`config.mk`:
```
export PLATFORM = sky130hd
export DESIGN_NAME = mem_ctrl
export DESIGN_NICKNAME = d
export VERILOG_FILES = /design/src/rtl/mem_ctrl_pkg.sv /design/src/rtl/mem_ctrl.sv
export SDC_FILE = /design/constraint.sdc
export NUM_CORES = 1
export LEC_CHECK = 0
export CORE_UTILIZATION = 55
export DETAILED_ROUTE_END_ITERATION = 16
export PLACE_DENSITY = 0.93
export SLEW_MARGIN = 15
export SYNTH_ARGS = -nofsm -noshare
export SYNTH_HDL_FRONTEND = slang
export SYNTH_SLANG_ARGS = --single-unit
```
`constraint.sdc`:
```
create_clock -name clk -period 12.4 [get_ports clk]
set_input_delay 1.86 -clock clk [delete_from_list [all_inputs] [get_ports clk]]
set_output_delay 1.86 -clock clk [all_outputs]
set_load 0.02 [all_outputs]
```
`src/rtl/mem_ctrl_pkg.sv`:
```
`default_nettype none
// ============================================================================
// Module   : mem_ctrl_pkg
// Brief    : Shared widths, size codes, state encodings and load helpers
//            for the byte-serial memory controller.
// Revision : 1.0
// ============================================================================
package mem_ctrl_pkg;

    localparam int DATA_WIDTH = 32;
    localparam int ADDR_WIDTH = 32;
    localparam int BYTE_WIDTH = 8;
    localparam int CNT_WIDTH  = 3;

    localparam logic [1:0] SIZE_BYTE = 2'b00;
    localparam logic [1:0] SIZE_HALF = 2'b01;
    localparam logic [1:0] SIZE_WORD = 2'b10;

    localparam logic [CNT_WIDTH-1:0] FETCH_LEN = 3'd4;

    typedef enum logic [1:0] {
        ST_IDLE      = 2'b00,
        ST_FETCH     = 2'b01,
        ST_LSB_READ  = 2'b10,
        ST_LSB_WRITE = 2'b11
    } state_t;

    // Size code 2'b11 behaves as a word access.
    function automatic logic [CNT_WIDTH-1:0] size_to_len(input logic [1:0] size);
        case (size)
            SIZE_BYTE: return 3'd1;
            SIZE_HALF: return 3'd2;
            SIZE_WORD: return 3'd4;
            default:   return 3'd4;
        endcase
    endfunction

    function automatic logic [DATA_WIDTH-1:0] extend_load(
        input logic [DATA_WIDTH-1:0] raw,
        input logic [CNT_WIDTH-1:0]  len,
        input logic                  sgn
    );
        logic [DATA_WIDTH-1:0] res;
        case (len)
            3'd1:    res = {{24{sgn & raw[7]}}, raw[7:0]};
            3'd2:    res = {{16{sgn & raw[15]}}, raw[15:0]};
            default: res = raw;
        endcase
        return res;
    endfunction

endpackage
`default_nettype wire

```
`src/rtl/mem_ctrl.sv`:
```
`default_nettype none
// ============================================================================
// Module   : mem_ctrl
// Brief    : Arbitrates instruction fetch and load/store requests onto a
//            byte-wide RAM, one byte per cycle, little-endian.
// Revision : 1.0
// ============================================================================
module mem_ctrl
    import mem_ctrl_pkg::*;
(
    input  logic                  clk,
    input  logic                  rst,
    input  logic                  in_clear,

    input  logic                  in_fetch_req,
    input  logic [ADDR_WIDTH-1:0] in_fetch_addr,
    output logic                  out_fetch_done,
    output logic [DATA_WIDTH-1:0] out_fetch_data,

    input  logic                  in_lsb_req,
    input  logic                  in_lsb_wr,
    input  logic [1:0]            in_lsb_size,
    input  logic                  in_lsb_signed,
    input  logic [ADDR_WIDTH-1:0] in_lsb_addr,
    input  logic [DATA_WIDTH-1:0] in_lsb_wdata,
    output logic                  out_lsb_done,
    output logic [DATA_WIDTH-1:0] out_lsb_rdata,

    output logic [ADDR_WIDTH-1:0] out_ram_addr,
    output logic                  out_ram_wr,
    output logic [BYTE_WIDTH-1:0] out_ram_wdata,
    input  logic [BYTE_WIDTH-1:0] in_ram_rdata
);

    state_t                 state_q,      state_d;
    logic [CNT_WIDTH-1:0]   cnt_q,        cnt_d;
    logic [CNT_WIDTH-1:0]   len_q,        len_d;
    logic [ADDR_WIDTH-1:0]  addr_q,       addr_d;
    logic [DATA_WIDTH-1:0]  wdata_q,      wdata_d;
    logic [DATA_WIDTH-1:0]  buf_q,        buf_d;
    logic                   sgn_q,        sgn_d;
    logic                   last_lsb_q,   last_lsb_d;
    logic [ADDR_WIDTH-1:0]  ram_addr_q,   ram_addr_d;
    logic                   ram_wr_q,     ram_wr_d;
    logic [BYTE_WIDTH-1:0]  ram_wdata_q,  ram_wdata_d;
    logic                   fetch_done_q, fetch_done_d;
    logic                   lsb_done_q,   lsb_done_d;
    logic [DATA_WIDTH-1:0]  fetch_data_q, fetch_data_d;
    logic [DATA_WIDTH-1:0]  lsb_rdata_q,  lsb_rdata_d;

    logic                   w_fetch_elig;
    logic                   w_lsb_elig;
    logic                   w_grant_lsb;
    logic                   w_grant_fetch;
    logic [CNT_WIDTH-1:0]   w_next_idx;
    logic [1:0]             w_cap_idx;
    logic [ADDR_WIDTH-1:0]  w_issue_addr;
    logic [DATA_WIDTH-1:0]  w_captured;

    // A pending flush blocks speculative reads; stores are still accepted.
    assign w_fetch_elig  = in_fetch_req & ~in_clear;
    assign w_lsb_elig    = in_lsb_req & (in_lsb_wr | ~in_clear);
    assign w_grant_lsb   = w_lsb_elig & (~w_fetch_elig | ~last_lsb_q);
    assign w_grant_fetch = w_fetch_elig & ~w_grant_lsb;

    // cnt_q is the index of the current cycle after grant minus one.
    assign w_next_idx    = cnt_q + 3'd1;
    assign w_cap_idx     = cnt_q[1:0] - 2'd1;
    assign w_issue_addr  = addr_q + {{(ADDR_WIDTH-CNT_WIDTH){1'b0}}, w_next_idx};

    always_comb begin
        w_captured = buf_q;
        w_captured[{w_cap_idx, 3'b000} +: BYTE_WIDTH] = in_ram_rdata;
    end

    always_comb begin
        state_d      = state_q;
        cnt_d        = cnt_q;
        len_d        = len_q;
        addr_d       = addr_q;
        wdata_d      = wdata_q;
        buf_d        = buf_q;
        sgn_d        = sgn_q;
        last_lsb_d   = last_lsb_q;
        ram_addr_d   = '0;
        ram_wr_d     = 1'b0;
        ram_wdata_d  = '0;
        fetch_done_d = 1'b0;
        lsb_done_d   = 1'b0;
        fetch_data_d = fetch_data_q;
        lsb_rdata_d  = lsb_rdata_q;

        unique case (state_q)
            ST_IDLE: begin
                cnt_d = '0;
                buf_d = '0;
                if (w_grant_lsb) begin
                    state_d     = in_lsb_wr ? ST_LSB_WRITE : ST_LSB_READ;
                    addr_d      = in_lsb_addr;
                    len_d       = size_to_len(in_lsb_size);
                    sgn_d       = in_lsb_signed;
                    wdata_d     = in_lsb_wdata;
                    last_lsb_d  = 1'b1;
                    ram_addr_d  = in_lsb_addr;
                    ram_wr_d    = in_lsb_wr;
                    ram_wdata_d = in_lsb_wr ? in_lsb_wdata[BYTE_WIDTH-1:0] : '0;
                end else if (w_grant_fetch) begin
                    state_d     = ST_FETCH;
                    addr_d      = in_fetch_addr;
                    len_d       = FETCH_LEN;
                    sgn_d       = 1'b0;
                    wdata_d     = '0;
                    last_lsb_d  = 1'b0;
                    ram_addr_d  = in_fetch_addr;
                end
            end

            ST_FETCH, ST_LSB_READ: begin
                if (in_clear) begin
                    state_d = ST_IDLE;
                    cnt_d   = '0;
                end else begin
                    if (cnt_q != '0) begin
                        buf_d = w_captured;
                    end
                    if (cnt_q == len_q) begin
                        state_d = ST_IDLE;
                        cnt_d   = '0;
                        if (state_q == ST_FETCH) begin
                            fetch_done_d = 1'b1;
                            fetch_data_d = w_captured;
                        end else begin
                            lsb_done_d  = 1'b1;
                            lsb_rdata_d = extend_load(w_captured, len_q, sgn_q);
                        end
                    end else begin
                        cnt_d = w_next_idx;
                        if (w_next_idx < len_q) begin
                            ram_addr_d = w_issue_addr;
                        end
                    end
                end
            end

            ST_LSB_WRITE: begin
                if (w_next_idx < len_q) begin
                    cnt_d       = w_next_idx;
                    ram_addr_d  = w_issue_addr;
                    ram_wr_d    = 1'b1;
                    ram_wdata_d = wdata_q[{w_next_idx[1:0], 3'b000} +: BYTE_WIDTH];
                end else begin
                    state_d    = ST_IDLE;
                    cnt_d      = '0;
                    lsb_done_d = 1'b1;
                end
            end

            default: state_d = ST_IDLE;
        endcase
    end

    always_ff @(posedge clk or posedge rst) begin
        if (rst) begin
            state_q      <= ST_IDLE;
            cnt_q        <= '0;
            len_q        <= '0;
            addr_q       <= '0;
            wdata_q      <= '0;
            buf_q        <= '0;
            sgn_q        <= 1'b0;
            last_lsb_q   <= 1'b0;
            ram_addr_q   <= '0;
            ram_wr_q     <= 1'b0;
            ram_wdata_q  <= '0;
            fetch_done_q <= 1'b0;
            lsb_done_q   <= 1'b0;
            fetch_data_q <= '0;
            lsb_rdata_q  <= '0;
        end else begin
            state_q      <= state_d;
            cnt_q        <= cnt_d;
            len_q        <= len_d;
            addr_q       <= addr_d;
            wdata_q      <= wdata_d;
            buf_q        <= buf_d;
            sgn_q        <= sgn_d;
            last_lsb_q   <= last_lsb_d;
            ram_addr_q   <= ram_addr_d;
            ram_wr_q     <= ram_wr_d;
            ram_wdata_q  <= ram_wdata_d;
            fetch_done_q <= fetch_done_d;
            lsb_done_q   <= lsb_done_d;
            fetch_data_q <= fetch_data_d;
            lsb_rdata_q  <= lsb_rdata_d;
        end
    end

    assign out_fetch_done = fetch_done_q;
    assign out_fetch_data = fetch_data_q;
    assign out_lsb_done   = lsb_done_q;
    assign out_lsb_rdata  = lsb_rdata_q;
    assign out_ram_addr   = ram_addr_q;
    assign out_ram_wr     = ram_wr_q;
    assign out_ram_wdata  = ram_wdata_q;

endmodule
`default_nettype wire

```
==> impl_metrics.env, run 1 <==
export IMPL_antennaDiodeCount=0
export IMPL_start_util_pct=56.3
export IMPL_critPathLaunch="cnt_q[0]$_DFF_PP0_"
export IMPL_synth_top_area_cell="dfrtp_1"
export IMPL_fin_crit_sh_pct=38.1
export IMPL_crit_buf_inv=2
export IMPL_post_route_min_period_ns=4.72
export IMPL_outcome="finished, final reports clean"
export IMPL_die_w_um=135
export IMPL_overflow=0
export IMPL_hp_class="register to register"
export IMPL_ys_flop_type="dfrtp_1"
export IMPL_wl_per_cell_um=19.4
export IMPL_path_clk_slew_ns=0.06
export IMPL_endpoint_kind="register"
export IMPL_finalNetCount=1202
export IMPL_drt_vias_per_instance=5.96
export IMPL_placed_area_um2=12100
export IMPL_report_power_total_w=0.00310
export IMPL_vias=7796
export IMPL_cts_sinks=213
export IMPL_hpwl_um=17200
export IMPL_crit_top_cell="inv_1"
export IMPL_layout_commonest_cell="clkdlybuf4s50_1"
export IMPL_finalHoldViolCount=0
export IMPL_avgSynthCellArea_um2=11.2
export IMPL_netlist_instances=870
export IMPL_grt_pass1_vias=7814
export IMPL_post_cts_buffers=0
export IMPL_rows=48
export IMPL_final_area_um2=12800
export IMPL_cp_slowest_cell="dfrtp_1"
export IMPL_clk_latency_ns=0.49
export IMPL_post_cts_resize_count=0
export IMPL_ys_top_cells_by_area="dfrtp_1 (55%), a22o_1 (6.4%), a21oi_1 (3.4%), nor2_1 (3.3%), nor2b_1 (2.8%)"
export IMPL_synth_edf_count=0
export IMPL_maxCapViolCount=0
export IMPL_drt_initial_drc_count=627
export IMPL_pin_count=220
export IMPL_p_leak_nw=5.60
export IMPL_slew_limit_headroom_pct=21.4
export IMPL_synthesis_area_um2=9710
export IMPL_numPortBuffers=219
export IMPL_tritoncts="built"
export IMPL_crit_fanout=20
export IMPL_drt_pass1_iterations=5
export IMPL_finalWirelength_um=25400
export IMPL_ir_drop_uv=139
export IMPL_async_flop_share_pct=100
export IMPL_setup_tns_ns=0
export IMPL_syn_to_final_growth_pct=31.8
export IMPL_required_ns=12.81
export IMPL_cts_hold_buffers=0
export IMPL_synthDistinctLibCells=58
export IMPL_final_cell_mix="clkdlybuf4s50_1 (219), dfrtp_1 (213), nor2_1 (86)"
export IMPL_drc=0
export IMPL_synth_nets=1002
export IMPL_setup_viol=0
export IMPL_clockBufferDepth=3
export IMPL_crit_arrival_ns=5.13
export IMPL_critical_path_max_stage_delay_ns=0.95
export IMPL_fin_skew_ns=0.00988
export IMPL_drive_gt1_share_pct=7.01
export IMPL_finalMaxSlewViolations=0
export IMPL_ys_warn_count=0
export IMPL_grtUsageTotal_pct=28.6
export IMPL_routabilityCongestion=0.843
export IMPL_yosysTopAreaCellShare_pct=54.9
export IMPL_core_area_um2=17200
export IMPL_antenna_found_initial=0
export IMPL_crit_family="adder cells"
export IMPL_ys_ff_latch=213
export IMPL_fmax_mhz=212
export IMPL_rsz0062_at_grt="false"
export IMPL_grt_max_degree=133
export IMPL_rr_startpoint="cnt_q[0]$_DFF_PP0_"
export IMPL_ant_nets=0
export IMPL_min_from="buf_q[19]$_DFFE_PP0P_"
export IMPL_die_area_um2=18200
export IMPL_die_h_um=135
export IMPL_p_per_area_nw_per_um2=242
export IMPL_hold_slack_ns=0.475
export IMPL_yosysSeqAreaShare_pct=54.9
export IMPL_cts_buffers=21
export IMPL_htreeDepth=1
export IMPL_crit_type="register to register"
export IMPL_worst_pin_slew_ns=1.18
export IMPL_start_kind="register"
export IMPL_grt_pass1_wl_um=40800
export IMPL_clock_tree_root_cell="clkbuf_16"
export IMPL_crit_chain="inv_1, ha_1, inv_1, fa_1, nand2b_1, a2111oi_0, nand3_1, xor2_1, o2bb2ai_1"
[metrics by stage]
step,util [%],setup slack [ns],std cells
after CTS,74.2,7.77,1309
after floorplan,-,4.72,870
after detailed placement,70.1,7.80,1272
after global placement,70.1,7.92,1272
final,74.2,7.68,1309
after global routing,74.2,7.27,1309
[path summary, 6_finish.rpt]
path,endpoint,slack (ns),cells past startpoint
max,out_ram_addr[16]$_DFF_PP0_,7.68,9
min,buf_q[19]$_DFFE_PP0P_,0.47,2
max reg2reg,out_ram_addr[16]$_DFF_PP0_,7.68,9
min reg2reg,buf_q[19]$_DFFE_PP0P_,0.47,2
max in group asynchronous,wdata_q[30]$_DFFE_PP0P_,8.88,3
min in group asynchronous,out_lsb_rdata[6]$_DFFE_PP0P_,1.97,2
[per-layer routing]
metal	routed length (µm)	up-vias	GRT usage, %
met4	676	0	9.80
met5	0	-	0
met1	10000	3826	36.9
met3	1910	56	5.56
met2	12800	369	48.5
li1	-	3545	-
[cell usage after synthesis, types with 15 or more instances]
master	number
dfrtp_1	213
nor2_1	86
a22o_1	71
a21oi_1	66
nor2b_1	44
nand2_1	43
a22oi_1	32
clkbuf_1	31
o21ai_0	25
o22a_1	24
inv_1	19
xnor2_1	19
ha_1	18
a21o_1	17
o21bai_1	17
buf_2	15
o2bb2ai_1	15
xor2_1	15
[worst reg2reg max path, stage by stage, from the launching register on]
cell	delay [ns]
dfrtp_1	0.95
inv_1	0.33
ha_1	0.82
inv_1	0.28
fa_1	0.50
nand2b_1	0.23
a2111oi_0	0.92
nand3_1	0.27
xor2_1	0.21
o2bb2ai_1	0.15
[layout make-up]
type,instances,area (µm²)
multi-input cells,584,4110
flip-flops and latches,213,5330
well taps,225,282
clock buffers,29,596
clock inverters,8,115
inverters,19,78.8
fillers,1147,4440
repair buffers,231,2280
[power by group]
part | internal, W | switching (W)
Sequential | 0.000962 | 0.000199
Clock | 0.000398 | 0.000258
Combinational | 0.000605 | 0.000674
[registers in the layout, summed over array words and instances (netlist names)]
name            cells
addr_q             32
buf_q              32
out_fetch_data     32
out_lsb_rdata      32
out_ram_addr       32
wdata_q            32
out_ram_wdata       8
cnt_q               3
len_q               3
state_q             2
last_lsb_q          1
out_fetch_done      1
out_lsb_done        1
out_ram_wr          1
sgn_q               1
[kinds of logic (layout without fill, tap and decap cells)]
logic type,count (synthesis),count (layout),share of synthesized area [%]
AOI/OAI and AO/OA,283,283,21.1
DFF,213,213,54.9
and+or+nand+nor,236,236,13.0
adders and majority gates,19,19,2.53
xor gates and xnor gates,34,34,3.07
muxes,12,12,2.27
buffers and inverters,73,287,3.13
(Power assumes the default switching activity.)
==> run 2: changes to the inputs <==
- CORE_UTILIZATION: 55 -> 46
- PLACE_DENSITY: 0.93 -> 0.84
- clock period: 12.4 -> 4.2 ns (I/O delays scaled with it)
==> impl_metrics.env, run 2 (same netlist as run 1, synthesis figures left out) <==
export IMPL_hpwl_um=18100
export IMPL_grt_pass1_wl_um=42900
export IMPL_fmax_mhz=302
export IMPL_outcome="finished, final reports clean"
export IMPL_ir_drop_uv=271
export IMPL_worst_pin_slew_ns=0.998
export IMPL_path_clk_slew_ns=0.06
export IMPL_die_w_um=147
export IMPL_start_kind="register"
export IMPL_finalMaxSlewViolations=0
export IMPL_drc=0
export IMPL_hp_class="input port to asynchronous set/reset pin"
export IMPL_slew_limit_headroom_pct=31.8
export IMPL_finalHoldViolCount=0
export IMPL_htreeDepth=1
export IMPL_placed_cells=1326
export IMPL_die_area_um2=21700
export IMPL_clockBufferDepth=3
export IMPL_maxCapViolCount=0
export IMPL_drive_gt1_share_pct=8.12
export IMPL_fin_crit_sh_pct=78.9
export IMPL_overflow=0
export IMPL_finalWirelength_um=26200
export IMPL_post_cts_resize_count=0
export IMPL_routabilityCongestion=0.857
export IMPL_p_per_area_nw_per_um2=715
export IMPL_layout_commonest_cell="clkdlybuf4s50_1"
export IMPL_p_leak_nw=5.66
export IMPL_pin_count=220
export IMPL_rows=52
export IMPL_fin_skew_ns=0.0111
export IMPL_wl_per_cell_um=19.2
export IMPL_post_cts_buffers=0
export IMPL_cts_hold_buffers=0
export IMPL_start_util_pct=47.5
export IMPL_required_ns=4.55
export IMPL_syn_to_final_growth_pct=33.8
export IMPL_hold_slack_ns=0.383
export IMPL_antenna_found_initial=1
export IMPL_crit_arrival_ns=3.67
export IMPL_endpoint_kind="register"
export IMPL_drt_vias_per_instance=5.73
export IMPL_vias=7834
export IMPL_rsz0062_at_grt="false"
export IMPL_core_area_um2=20400
export IMPL_setup_viol=0
export IMPL_cts_buffers=22
export IMPL_crit_type="register to register"
export IMPL_ant_nets=0
export IMPL_clock_tree_root_cell="clkbuf_16"
export IMPL_post_route_min_period_ns=3.32
export IMPL_drt_pass1_iterations=4
export IMPL_die_h_um=147
export IMPL_tritoncts="built"
export IMPL_drt_initial_drc_count=562
export IMPL_grtUsageTotal_pct=24.9
export IMPL_crit_fanout=7
export IMPL_grt_max_degree=98
export IMPL_numPortBuffers=219
export IMPL_setup_tns_ns=0
export IMPL_nFillCells=1589
export IMPL_cts_sinks=213
export IMPL_instances_no_fill=1367
export IMPL_grt_pass1_vias=8077
export IMPL_finalNetCount=1212
export IMPL_final_cell_mix="clkdlybuf4s50_1 (219), dfrtp_1 (213), nor2_1 (86)"
export IMPL_clk_latency_ns=0.50
==> run 2: path summary, 6_finish.rpt <==
path | to | from | depth (start not counted) | slack, ns
worst max register to register | out_ram_addr[12]$_DFF_PP0_ | cnt_q[1]$_DFF_PP0_ | 9 | 0.88
worst max-delay path | out_ram_addr[12]$_DFF_PP0_ | cnt_q[1]$_DFF_PP0_ | 9 | 0.88
worst min-delay path | out_fetch_data[9]$_DFFE_PP0P_ | rst | 2 | 0.38
worst min register to register | buf_q[12]$_DFFE_PP0P_ | buf_q[12]$_DFFE_PP0P_ | 2 | 0.48
max in group asynchronous | wdata_q[26]$_DFFE_PP0P_ | rst | 3 | 2.98
min in group clk | buf_q[12]$_DFFE_PP0P_ | buf_q[12]$_DFFE_PP0P_ | 2 | 0.48
==> run 2: metal layers <==
metal | share of wire (%) | global-route usage (%) | up-vias
li1 | - | - | 3566
met1 | 41 | 31.8 | 3877
met2 | 50 | 42.8 | 346
met3 | 7.2 | 5.06 | 45
met4 | 2.3 | 7.16 | 0
met5 | 0 | 0 | -
==> run 2: power by group <==
| group | leakage, nW | switching [W] | internal [W] |
|---|---|---|---|
| Clock | 0.367 | 0.000793 | 0.00120 |
| Sequential | 2.73 | 0.000591 | 0.00284 |
| Combinational | 2.56 | 0.00203 | 0.00183 |
==> run 2: cell type report <==
class,count,area (µm²),area share [%]
diodes,1,2.50,0.0193
clock buffers,34,697,5.37
clock inverters,6,62.6,0.482
inverters,19,75.1,0.578
multi-input cells,584,4110,31.6
flip-flops and latches,213,5330,41.0
well taps,270,338,2.60
repair buffers,240,2370,18.3
==> run 2: worst max-delay path, stage by stage, from the launching register on <==
cell	delay, ns
dfrtp_1	0.43
inv_1	0.11
ha_1	0.40
inv_1	0.15
fa_1	0.43
nand2b_1	0.21
a2111oi_0	0.90
and3_1	0.31
xnor2_1	0.15
o21bai_1	0.09
==> run 2: through the flow <==
step           instance area (µm²)  setup slack [ns]  utilization, %  power (W)
6_report                     13000             0.884            63.6    0.00928
2_1_floorplan                 9710             0.800               -    0.00560
4_1_cts                      13000             0.922            63.6    0.00933
3_3_place_gp                 12200              1.16            59.9    0.00716
3_5_place_dp                 12200              1.03            59.9    0.00727
5_1_grt                      13000             0.642            63.6    0.00980
